File: src/rtl/inflation_pkg.sv
// Shared constants, width helpers and FSM state type for the inflation accumulator.
package inflation_pkg;

  localparam int GAIN_FACTOR  = 251;
  localparam int GAIN_SHIFT   = 8;
  localparam int LETHAL_LIMIT = 253;

  typedef enum logic {
    ACC  = 1'b0,
    EMIT = 1'b1
  } acc_state_e;

  function automatic int in_w(input int data_w, input int weight_w, input int kernel);
    return data_w + weight_w + kernel;
  endfunction

  function automatic int acc_w(input int data_w, input int weight_w, input int kernel);
    return in_w(data_w, weight_w, kernel) + $clog2(kernel);
  endfunction

  // Keeps the row counter at least one bit wide for a degenerate 1-row kernel.
  function automatic int cnt_w(input int kernel);
    return (kernel > 1) ? $clog2(kernel) : 1;
  endfunction

endpackage

File: src/rtl/inflation_scale_clamp.sv
// Combinational gain/shift of the kernel sum followed by clamping to LIMIT.
module inflation_scale_clamp
  import inflation_pkg::*;
#(
  parameter int ACC_W      = 21,
  parameter int DATA_WIDTH = 8,
  parameter int NORM_SHIFT = 8,
  parameter int LIMIT      = 255
) (
  input  logic [ACC_W-1:0]      sum_i,
  output logic [DATA_WIDTH-1:0] data_o,
  output logic                  sat_o
);

  // Product is kept at full width so the shift never drops significant bits.
  localparam int PROD_W = ACC_W + 8;
  localparam int SHIFT  = GAIN_SHIFT + NORM_SHIFT;

  logic [PROD_W-1:0] prod;
  logic [PROD_W-1:0] scaled;

  assign prod   = PROD_W'(sum_i) * PROD_W'(GAIN_FACTOR);
  assign scaled = prod >> SHIFT;
  assign sat_o  = (scaled > PROD_W'(LIMIT));
  assign data_o = sat_o ? DATA_WIDTH'(LIMIT) : scaled[DATA_WIDTH-1:0];

endmodule

File: src/rtl/inflation_accum.sv
// Row-sum accumulator with scale/clamp pipeline; INFLATION_CLAMP_EN limits output to 253.
module inflation_accum
  import inflation_pkg::*;
#(
  parameter int  KERNEL_SIZE  = 3,
  parameter int  DATA_WIDTH   = 8,
  parameter int  WEIGHT_WIDTH = 8,
  parameter int  NORM_SHIFT   = 8,
  localparam int IN_W         = in_w(DATA_WIDTH, WEIGHT_WIDTH, KERNEL_SIZE),
  localparam int ACC_W        = acc_w(DATA_WIDTH, WEIGHT_WIDTH, KERNEL_SIZE),
  localparam int CNT_W        = cnt_w(KERNEL_SIZE)
) (
  input  logic                  clk,
  input  logic                  rstn,
  input  logic                  acc_clear,
  input  logic                  in_valid,
  input  logic [IN_W-1:0]       in_data,
  output logic                  in_ready,
  output logic                  out_valid,
  output logic [DATA_WIDTH-1:0] out_data,
  input  logic                  out_ready,
  output logic [CNT_W-1:0]      row_cnt,
  output logic                  sat_flag
);

`ifdef INFLATION_CLAMP_EN
  localparam int LIMIT = LETHAL_LIMIT;
`else
  localparam int LIMIT = (1 << DATA_WIDTH) - 1;
`endif

  acc_state_e            state_q, state_d;
  logic [ACC_W-1:0]      acc_q, acc_d;
  logic [CNT_W-1:0]      row_cnt_q, row_cnt_d;
  logic                  rdy_en_q;
  logic [ACC_W-1:0]      sum_q, sum_d;
  logic                  scale_vld_q, scale_vld_d;
  logic                  out_vld_q, out_vld_d;
  logic [DATA_WIDTH-1:0] out_data_q, out_data_d;
  logic                  sat_q, sat_d;

  logic                  scale_adv;
  logic                  beat;
  logic                  last_row;
  logic [ACC_W-1:0]      acc_sum;
  logic [DATA_WIDTH-1:0] clamp_data;
  logic                  clamp_sat;

  // in_ready stays low in reset and for the first edge after it via rdy_en_q.
  assign scale_adv = scale_vld_q && (!out_vld_q || out_ready);
  assign in_ready  = rdy_en_q && (!scale_vld_q || scale_adv);
  assign beat      = in_valid && in_ready && !acc_clear;
  assign last_row  = (row_cnt_q == CNT_W'(KERNEL_SIZE - 1));
  assign acc_sum   = (row_cnt_q == '0) ? ACC_W'(in_data) : acc_q + ACC_W'(in_data);

  always_comb begin
    state_d = state_q;
    case (state_q)
      ACC:     if (beat && last_row) state_d = EMIT;
      EMIT:    state_d = ACC;
      default: state_d = ACC;
    endcase
  end

  always_comb begin
    acc_d       = acc_q;
    row_cnt_d   = row_cnt_q;
    sum_d       = sum_q;
    scale_vld_d = scale_vld_q && !scale_adv;
    if (acc_clear) begin
      acc_d     = '0;
      row_cnt_d = '0;
    end else if (beat) begin
      if (last_row) begin
        sum_d       = acc_sum;
        scale_vld_d = 1'b1;
        acc_d       = '0;
        row_cnt_d   = '0;
      end else begin
        acc_d     = acc_sum;
        row_cnt_d = row_cnt_q + CNT_W'(1);
      end
    end
  end

  always_comb begin
    out_vld_d  = out_vld_q && !out_ready;
    out_data_d = out_data_q;
    sat_d      = sat_q;
    if (scale_adv) begin
      out_vld_d  = 1'b1;
      out_data_d = clamp_data;
      sat_d      = sat_q | clamp_sat;
    end
  end

  inflation_scale_clamp #(
    .ACC_W      (ACC_W),
    .DATA_WIDTH (DATA_WIDTH),
    .NORM_SHIFT (NORM_SHIFT),
    .LIMIT      (LIMIT)
  ) u_scale_clamp (
    .sum_i  (sum_q),
    .data_o (clamp_data),
    .sat_o  (clamp_sat)
  );

  always_ff @(posedge clk or negedge rstn) begin
    if (!rstn) begin
      state_q     <= ACC;
      acc_q       <= '0;
      row_cnt_q   <= '0;
      rdy_en_q    <= 1'b0;
      sum_q       <= '0;
      scale_vld_q <= 1'b0;
      out_vld_q   <= 1'b0;
      out_data_q  <= '0;
      sat_q       <= 1'b0;
    end else begin
      state_q     <= state_d;
      acc_q       <= acc_d;
      row_cnt_q   <= row_cnt_d;
      rdy_en_q    <= 1'b1;
      sum_q       <= sum_d;
      scale_vld_q <= scale_vld_d;
      out_vld_q   <= out_vld_d;
      out_data_q  <= out_data_d;
      sat_q       <= sat_d;
    end
  end

  assign out_valid = out_vld_q;
  assign out_data  = out_data_q;
  assign row_cnt   = row_cnt_q;
  assign sat_flag  = sat_q;

endmodule

File: config.mk
export PLATFORM = sky130hd
export DESIGN_NAME = inflation_accum
export DESIGN_NICKNAME = d
export VERILOG_FILES = /design/src/rtl/inflation_pkg.sv /design/src/rtl/inflation_scale_clamp.sv /design/src/rtl/inflation_accum.sv
export SDC_FILE = /design/constraint.sdc
export NUM_CORES = 1
export LEC_CHECK = 0
export BUFFER_PORTS_ARGS = -buffer_cell sky130_fd_sc_hd__clkbuf_2
export CELL_PAD_IN_SITES_DETAIL_PLACEMENT = 1
export CELL_PAD_IN_SITES_GLOBAL_PLACEMENT = 2
export CORE_ASPECT_RATIO = 0.7
export CORE_MARGIN = 2
export CORE_UTILIZATION = 38
export DETAILED_ROUTE_END_ITERATION = 6
export GPL_TIMING_DRIVEN = 0
export PLACE_DENSITY = 0.74
export SYNTH_ARGS = -nofsm -noshare
export SYNTH_HDL_FRONTEND = slang
export SYNTH_HIERARCHICAL = 1
export SYNTH_SLANG_ARGS = --single-unit
File: constraint.sdc
create_clock -name clk -period 8.7 [get_ports clk]
set_input_delay 0.87 -clock clk [delete_from_list [all_inputs] [get_ports clk]]
set_output_delay 0.87 -clock clk [all_outputs]
set_load 0.005 [all_outputs]
; ---- After elaboration in Yosys (flattened, before gate mapping)
; Index checks and enable logic that the tools add are counted.
[totals]
input_bits = 24
out_inout_bits = 13
word_cells = 43
regBits = 56
[op_classes]
n_reduce_logical = 16
n_eq_ne = 1
mul = 1
muxes = 12
n_lt_le_gt_ge = 1
add_sub_neg = 2
bitwise = 2
[op_table]
columns = cell, count
row1 = $mux 21, 4
row2 = $mul 21x8->29 const B, 1
row3 = $add 21x19->21, 1
row4 = $gt 13x8->1 const B, 1
row5 = $mux 8, 1
row6 = $logic_and 1x1->1, 6
row7 = $mux 2, 3
row8 = $logic_not 1->1, 5
row9 = $mux 1, 4
row10 = $reduce_and 3->1, 1
row11 = $add 2x1->2 const B, 1
row12 = $eq 2x2->1 const B, 1
row13 = $logic_not 2->1, 1
row14 = $logic_or 1x1->1, 2
row15 = $reduce_bool 2->1, 1
row16 = $not 1->1, 1
row17 = $or 1x1->1, 1

; ---- Depth between registers and ports, before layout
; Gate-level depths: netlist of the first run.
[logic_depth]
ltp_word = 9
ltp_mapped = 17
depth_no_buf = 17

; ---- Hierarchy
; Netlist of the first run, hierarchy kept.
[modules_own_cells]
columns = mod, cells_each, area_per_inst_um2, seq_area_each_um2, n_inst
row1 = inflation_scale_clamp, 421, 4021.4, 0.0, 1
row2 = inflation_accum, 360, 3301.9, 1401.3, 1

; ---- Worst setup path before layout of the first run
; OpenSTA, ideal clock, no wires.
[synth_timing]
path_kind = flip-flop to flip-flop
start = reg sum_q[13]
end = reg out_data_q[0], in the netlist out_data[0]
setup_time_ns = 0.125
path_slack_ns = 3.980
required_time_ns = 8.575
path_buffers = 1
stages_incl_launch_ff = 17
arrival_ns = 4.595
cell_sequence = dfrtp_1 inv_1 fa_1 fa_1 fa_1 fa_1 inv_1 ha_1 buf_6 a21o_1 a21o_1 a211oi_2 o211a_1 a31oi_1 a211oi_4 nand3_1 mux2_2
[synth_between]
elab_chain_len = 3
[synth_rtl]
columns = item, line_no
row1 = from (decl), inflation_accum.sv:36  ; logic [ACC_W-1:0] sum_q, sum_d;
row2 = from (signal assigned), inflation_accum.sv:124  ; sum_q <= sum_d;
row3 = $mul 21x8->29 *, inflation_scale_clamp.sv:22  ; assign prod = PROD_W'(sum_i) * PROD_W'(GAIN_FACTOR);
row4 = $gt 13x8->1, inflation_scale_clamp.sv:24  ; assign sat_o = (scaled > PROD_W'(LIMIT));
row5 = $mux 8 *, inflation_scale_clamp.sv:25  ; assign data_o = sat_o ? DATA_WIDTH'(LIMIT) : scaled[DATA_WIDTH-1:0];
row6 = via clamp_data[0], inflation_accum.sv:46  ; logic [DATA_WIDTH-1:0] clamp_data;
row7 = to (signal assigned), inflation_accum.sv:127  ; out_data_q <= out_data_d;
row8 = to (decl), inflation_accum.sv:39  ; logic [DATA_WIDTH-1:0] out_data_q, out_data_d;
; The timed path passes the listed nets; every way through them passes the cells marked *.
; A chain may end at the register's enable or synchronous reset.

; ---- Worst setup path in the final report of the first run
[layout_timing]
start = reg sum_q[14]
end = reg out_data_q[1], in the netlist out_data[1]
; Same word-level chain as after synthesis.

==> results.cfg, run 1 <==
[final_layout]
drive_gt1_frac = 0.108
final_cell_mix = 136 x inv_1, 93 x fa_1, 83 x nand2_1, 81 x ha_1, 56 x dfrtp_1
final_nets = 1022
antenna_cells = 0
finish.utilization = 0.421
final_common_cell = inv_1
synthToLayoutAreaGrowth_pct = 8.63

[job]
drv_cap = 0

[die]
initial_core_util = 0.387
rows = 42
die_height_um = 120
io_pins = 37
core_um2 = 18900
dieArea_um2 = 20400
die_w_um = 170

[clock_network]
clkSinkCount = 56
clk_latency_ns = 0.32
cts_resized = 0
cts_tree = done
htreeDepth = 2
cts-buffers-inserted = 5
path_clk_slew_ns = 0.08
ctsHoldBuffers = 0
cts.path.max_buffers = 2
post_cts_buffers = 0
cts_root_buf = clkbuf_16

[power_and_ir_drop]
sw_frac_of_total = 0.472
seqPwrFrac = 0.225
intPower_w = 0.000717
power.net_switching_w = 0.000640
p_leak_nw = 3.78
powerDensity_nw_per_um2 = 171
combPwrFrac = 0.608
fin_total_pwr_w = 0.00136
clock_power_share = 0.166
vdd_drop_max_mv = 0.0758

[sta]
fmaxAchievable_ghz = 0.177
timing.final.crit_share = 0.651
setup_violations = 0
holdWs_ns = 0.479
slew_viol_final = 0
finalHoldViolCount = 0
tightest_slew_ns = 0.990
clock_skew_ns = 0.00930
fin_crit_ns = 5.67
fin_tns_setup_ns = 0
slew_headroom = 0.335
rsz0062_at_grt = no

[worst_setup_path]
crit_fanout = 9
cp_slowest_cell = fa_1
crit_type = flop to flop
r2r_cells = 16
path_depth = 16
worst_setup_path_start_kind = flop
cp.arrival_ns = 5.87
critical_path.top_delay_family = adder cells
crit_path_max_incr_delay_ns = 0.54
cp-end-kind = flop
crit_path_cell_trace = inv_1 > fa_1 > fa_1 > fa_1 > fa_1 > inv_1 > ha_1 > clkbuf_1 > nand4_1 > nor3_2 > inv_1 > o211ai_1 > xor2_1 > a211oi_4 > nand3_1 > mux2_2
required_ns = 8.90
crit_buf_inv = 4
path_common_cell = fa_1

[synth]
synthesis.nets = 979
synth-seq-cells = 56
yosysSeqAreaShare = 0.191
synth_flop_cell = dfrtp_1
syn_inst = 781
ys_warn_count = 6
postSynthAreaPerCell_um2 = 9.38
synth_edf_count = 0
synth_cell_type_count = 63
netlist_area_um2 = 7320
async_flop_share = 1.00

[min_path]
min_path_type = flop to flop
worstHoldPathCells = 1

[placed_design]
place_congestion = 0.850
io_buffers = 36
dp_hpwl_mm = 16.1

[route]
wl_mm = 18.9
drtPass1Iterations = 4
drt-initial-drc-count = 272
vias = 5606
detail-route-antenna-nets = 0
wl_per_cell_um = 17.7
vias_per_cell = 5.25
drc_errors = 0

[global_routing]
antenna_found_initial = 0
grt_usage = 0.205
grt_start_max_net_pins = 57
grt_pass1_vias = 6312
grt_pass1_wl_mm = 32.9
grt.overflow.total = 0

[status]
outcome = complete, no violations
==> cell usage after synthesis, drive strengths merged (2+ instances only) <==
| master | number | area share |
|---|---|---|
| xor2 | 17 | 0.020 |
| xnor2 | 14 | 0.017 |
| nand3 | 16 | 0.011 |
| nand2 | 84 | 0.043 |
| a21oi | 48 | 0.036 |
| o21ai | 58 | 0.041 |
| mux2 | 11 | 0.017 |
| a31oi | 10 | 0.0094 |
| a211oi | 11 | 0.016 |
| a32oi | 3 | 0.0036 |
| a41oi | 2 | 0.0024 |
| a22o | 2 | 0.0024 |
| buf | 6 | 0.0067 |
| a2111oi | 2 | 0.0041 |
| nand2b | 5 | 0.0043 |
| a221oi | 2 | 0.0032 |
| nor2 | 26 | 0.013 |
| clkbuf | 12 | 0.0063 |
| o211ai | 11 | 0.013 |
| a21boi | 2 | 0.0020 |
| o21a | 6 | 0.0062 |
| nor2b | 4 | 0.0034 |
| mux2i | 10 | 0.014 |
| dfrtp | 56 | 0.19 |
| ha | 81 | 0.14 |
| nand4 | 6 | 0.0051 |
| and2 | 7 | 0.0062 |
| inv | 136 | 0.070 |
| o21bai | 5 | 0.0051 |
| fa | 93 | 0.25 |
| or3 | 3 | 0.0026 |
| a21o | 7 | 0.0075 |
| nor3 | 7 | 0.0055 |
| and3 | 4 | 0.0034 |
==> layer usage <==
metal | routed length (µm) | track usage | up-vias
met5 | 0 | 0 | -
met4 | 173 | 0.0358 | 0
met3 | 549 | 0.0264 | 10
met2 | 8380 | 0.320 | 61
met1 | 9800 | 0.308 | 2857
li1 | - | - | 2678
==> state kept, by name, summed over array words and instances, names as in the netlist <==
| register | cells |
|---|---|
| acc_q | 21 |
| out_data | 8 |
| out_valid | 1 |
| rdy_en_q | 1 |
| row_cnt | 2 |
| sat_flag | 1 |
| scale_vld_q | 1 |
| sum_q | 21 |
==> per-stage QoR <==
| stage | instances | setup slack [ns] | cell area (µm²) |
|---|---|---|---|
| detailed placement | 1059 | 3.01 | 7810 |
| floorplan | 781 | 3.98 | 7320 |
| global route | 1067 | 2.58 | 7960 |
| CTS | 1067 | 2.98 | 7960 |
| global placement | 1059 | 3.12 | 7810 |
| finish | 1067 | 3.03 | 7960 |
==> path summary, 6_finish.rpt <==
path | startpoint | end | slack [ns]
worst max register to register | sum_q[14]$_DFFE_PN0P_ | out_data[1]$_DFFE_PN0P_ | 3.03
worst max-delay path | sum_q[14]$_DFFE_PN0P_ | out_data[1]$_DFFE_PN0P_ | 3.03
min in group asynchronous | rstn | out_data[0]$_DFFE_PN0P_ | 0.68
max in group asynchronous | rstn | sum_q[20]$_DFFE_PN0P_ | 7.45
worst min-delay path | sat_flag$_DFFE_PN0P_ | sat_flag$_DFFE_PN0P_ | 0.48
worst min register to register | sat_flag$_DFFE_PN0P_ | sat_flag$_DFFE_PN0P_ | 0.48
==> kinds of logic after synthesis <==
kind of cell | Yosys count | share of synthesized area
compound gates | 177 | 0.161
xor+xnor | 31 | 0.0371
fa+ha+maj | 174 | 0.393
buf+inv | 154 | 0.0827
flops | 56 | 0.191
mux | 21 | 0.0311
other cells | 1 | 0.000512
simple gates | 167 | 0.104
==> layout make-up <==
| class | count | area [µm²] |
|---|---|---|
| plain buffers | 18 | 95.1 |
| clock buffers | 6 | 129 |
| clock inverters | 2 | 17.5 |
| fillers | 2200 | 11000 |
| inverters | 136 | 510 |
| multi-input cells | 571 | 5320 |
| flip-flops and latches | 56 | 1400 |
| well taps | 242 | 303 |
| repair buffers | 36 | 183 |
==> power by group through the flow <==
stage | sequential (W) | combinational (W) | clock, W
finish | 0.000306 | 0.000826 | 0.000226
global route | 0.000311 | 0.000970 | 0.000241
CTS | 0.000307 | 0.000844 | 0.000234
detailed placement | 0.000312 | 0.000838 | 0
global placement | 0.000311 | 0.000816 | 0
floorplan | 0.000304 | 0.000641 | 0
==> worst register-to-register path, cell delays in order (launching register included) <==
cell      delay (ns)
dfrtp_1         0.48
inv_1           0.27
fa_1            0.50
fa_1            0.54
fa_1            0.53
fa_1            0.54
inv_1           0.04
ha_1            0.26
clkbuf_1        0.31
nand4_1         0.32
nor3_2          0.32
inv_1           0.07
o211ai_1        0.34
xor2_1          0.17
a211oi_4        0.44
nand3_1         0.13
mux2_2          0.29
(Power assumes the default switching activity.)
==> run 2: changes to the inputs <==
--- a/config.mk
+++ b/config.mk
@@ -10,10 +10,10 @@
 export CELL_PAD_IN_SITES_GLOBAL_PLACEMENT = 2
 export CORE_ASPECT_RATIO = 0.7
 export CORE_MARGIN = 2
-export CORE_UTILIZATION = 38
+export CORE_UTILIZATION = 37
 export DETAILED_ROUTE_END_ITERATION = 6
 export GPL_TIMING_DRIVEN = 0
-export PLACE_DENSITY = 0.74
+export PLACE_DENSITY = 0.76
 export SYNTH_ARGS = -nofsm -noshare
 export SYNTH_HDL_FRONTEND = slang
 export SYNTH_HIERARCHICAL = 1
==> constraint.sdc (replaced) <==
create_clock -name clk -period 5 [get_ports clk]
set_input_delay 0.5 -clock clk [delete_from_list [all_inputs] [get_ports clk]]
set_output_delay 0.5 -clock clk [all_outputs]
set_load 0.005 [all_outputs]
==> results.cfg, run 2 (synthesis results as in run 1) <==
[die]
core_um2 = 19600
die_height_um = 122
io_pins = 37
initial_core_util = 0.374
dieArea_um2 = 21000
rows = 43
die_w_um = 172

[final_layout]
final_common_cell = inv_1
antenna_cells = 0
seqCellArea_um2 = 1420
finalNonFillerCells = 1138
final_cell_mix = 118 x inv_1, 88 x fa_1, 78 x nand2_1, 65 x ha_1, 46 x o21ai_0
fill_cells = 2286
synthToLayoutAreaGrowth_pct = 19.0
multi_input_area_um2 = 5650
final_nets = 1065
design_area_um2 = 8720
drive_gt1_frac = 0.240

[route]
drtPass1Iterations = 5
wl_per_cell_um = 17.8
vias_per_cell = 5.21
vias = 5926
drt-initial-drc-count = 255
drc_errors = 0
detail-route-antenna-nets = 0
wl_mm = 20.2

[global_routing]
grt_start_max_net_pins = 57
grt_usage = 0.209
grt_pass1_vias = 6531
grt.overflow.total = 0
antenna_found_initial = 0
grt_pass1_wl_mm = 33.7

[sta]
slew_headroom = 0.433
finalHoldViolCount = 0
setup_violations = 8
slew_viol_final = 0
timing.final.crit_share = 1.01
fin_ws_ns = -0.0357
fmaxAchievable_ghz = 0.199
tightest_slew_ns = 0.850
rsz0062_at_grt = yes
fin_tns_setup_ns = -0.132
fin_crit_ns = 5.04
clock_skew_ns = 0.00799

[worst_setup_path]
crit_buf_inv = 4
crit_path_max_incr_delay_ns = 0.55
cp-end-kind = flop
worst_setup_path_start_kind = flop
crit_fanout = 9
crit_path_cell_trace = clkinvlp_4 > buf_4 > fa_2 > fa_2 > fa_1 > fa_1 > inv_1 > ha_4 > a211oi_1 > o211ai_1 > a21oi_2 > o211ai_1 > xor2_1 > a211oi_4 > buf_12 > nand3_1 > mux2_2
crit_type = flop to flop
cp_slowest_cell = fa_1
critical_path.top_delay_family = adder cells
regToRegStartpoint = sum_q[13]$_DFFE_PN0P_
cp.arrival_ns = 5.24
crit_start = sum_q[13]$_DFFE_PN0P_
required_ns = 5.20

[clock_network]
path_clk_slew_ns = 0.09
cts_root_buf = clkbuf_16
cts.path.max_buffers = 2
htreeDepth = 2
cts_tree = done
clk_latency_ns = 0.32
ctsHoldBuffers = 0
clkSinkCount = 56
cts-buffers-inserted = 5

[placed_design]
place_congestion = 0.860
pre_cts_ws_ns = -0.611
dp_hpwl_mm = 16.2
placed_cells_incl_taps = 1087
dpl-instance-area_um2 = 7840
io_buffers = 36

[status]
outcome = complete, but fails checks
violations = negative setup slack

[power_and_ir_drop]
p_leak_nw = 4.02
fin_total_pwr_w = 0.00276
vdd_drop_max_mv = 0.179
powerDensity_nw_per_um2 = 316

[job]
drv_cap = 0

[min_path]
min_path_type = input pin to asynchronous set/reset pin
## run 2: layout make-up
cell class,instances,share of cell area
multi-input combinational,572,0.649
sequential,56,0.163
inverter,136,0.0622
timing repair buffer,79,0.0599
tap,270,0.0388
clock buffer,5,0.0144
buffer,17,0.0105
clock inverter,3,0.00258
## run 2: repair_timing
action / CTS / global route
gates resized for setup: 67 / 28
setup endpoints to repair: 9 / 9
gates cloned: 1 / 0
buffers inserted: 32 / 11
pin swaps: 42 / 33
## run 2: stage by stage
stage                     utilization  hold WS, ns
after CTS                       0.434        0.334
after global placement          0.400        0.457
after floorplan                     -        0.204
after detailed placement        0.401        0.470
final                           0.445        0.302
after global routing            0.445        0.368
## run 2: metal layers
| metal | up-vias | routed length, µm | global-route usage |
|---|---|---|---|
| li1 | 2782 | - | - |
| met1 | 3054 | 10200 | 0.306 |
| met2 | 76 | 9290 | 0.333 |
| met3 | 14 | 579 | 0.0305 |
| met4 | 0 | 200 | 0.0378 |
| met5 | - | 0 | 0 |
## run 2: power breakdown
group	switching (W)	internal [W]	total [W]
Sequential	0.0000389	0.000488	0.000527
Clock	0.000203	0.000189	0.000392
Combinational	0.00103	0.000810	0.00184
Total	0.00127	0.00149	0.00276
## run 2: worst paths after layout
| path | depth (start not counted) | slack (ns) | to |
|---|---|---|---|
| setup / recovery | 17 | -0.04 | out_data[5]$_DFFE_PN0P_ |
| hold / removal | 1 | 0.30 | out_data[3]$_DFFE_PN0P_ |
| setup reg to reg | 17 | -0.04 | out_data[5]$_DFFE_PN0P_ |
| hold reg to reg | 1 | 0.48 | sat_flag$_DFFE_PN0P_ |
| max in group asynchronous | 1 | 4.08 | sum_q[18]$_DFFE_PN0P_ |
| min in group clk | 2 | 0.42 | row_cnt[1]$_DFFE_PN0P_ |
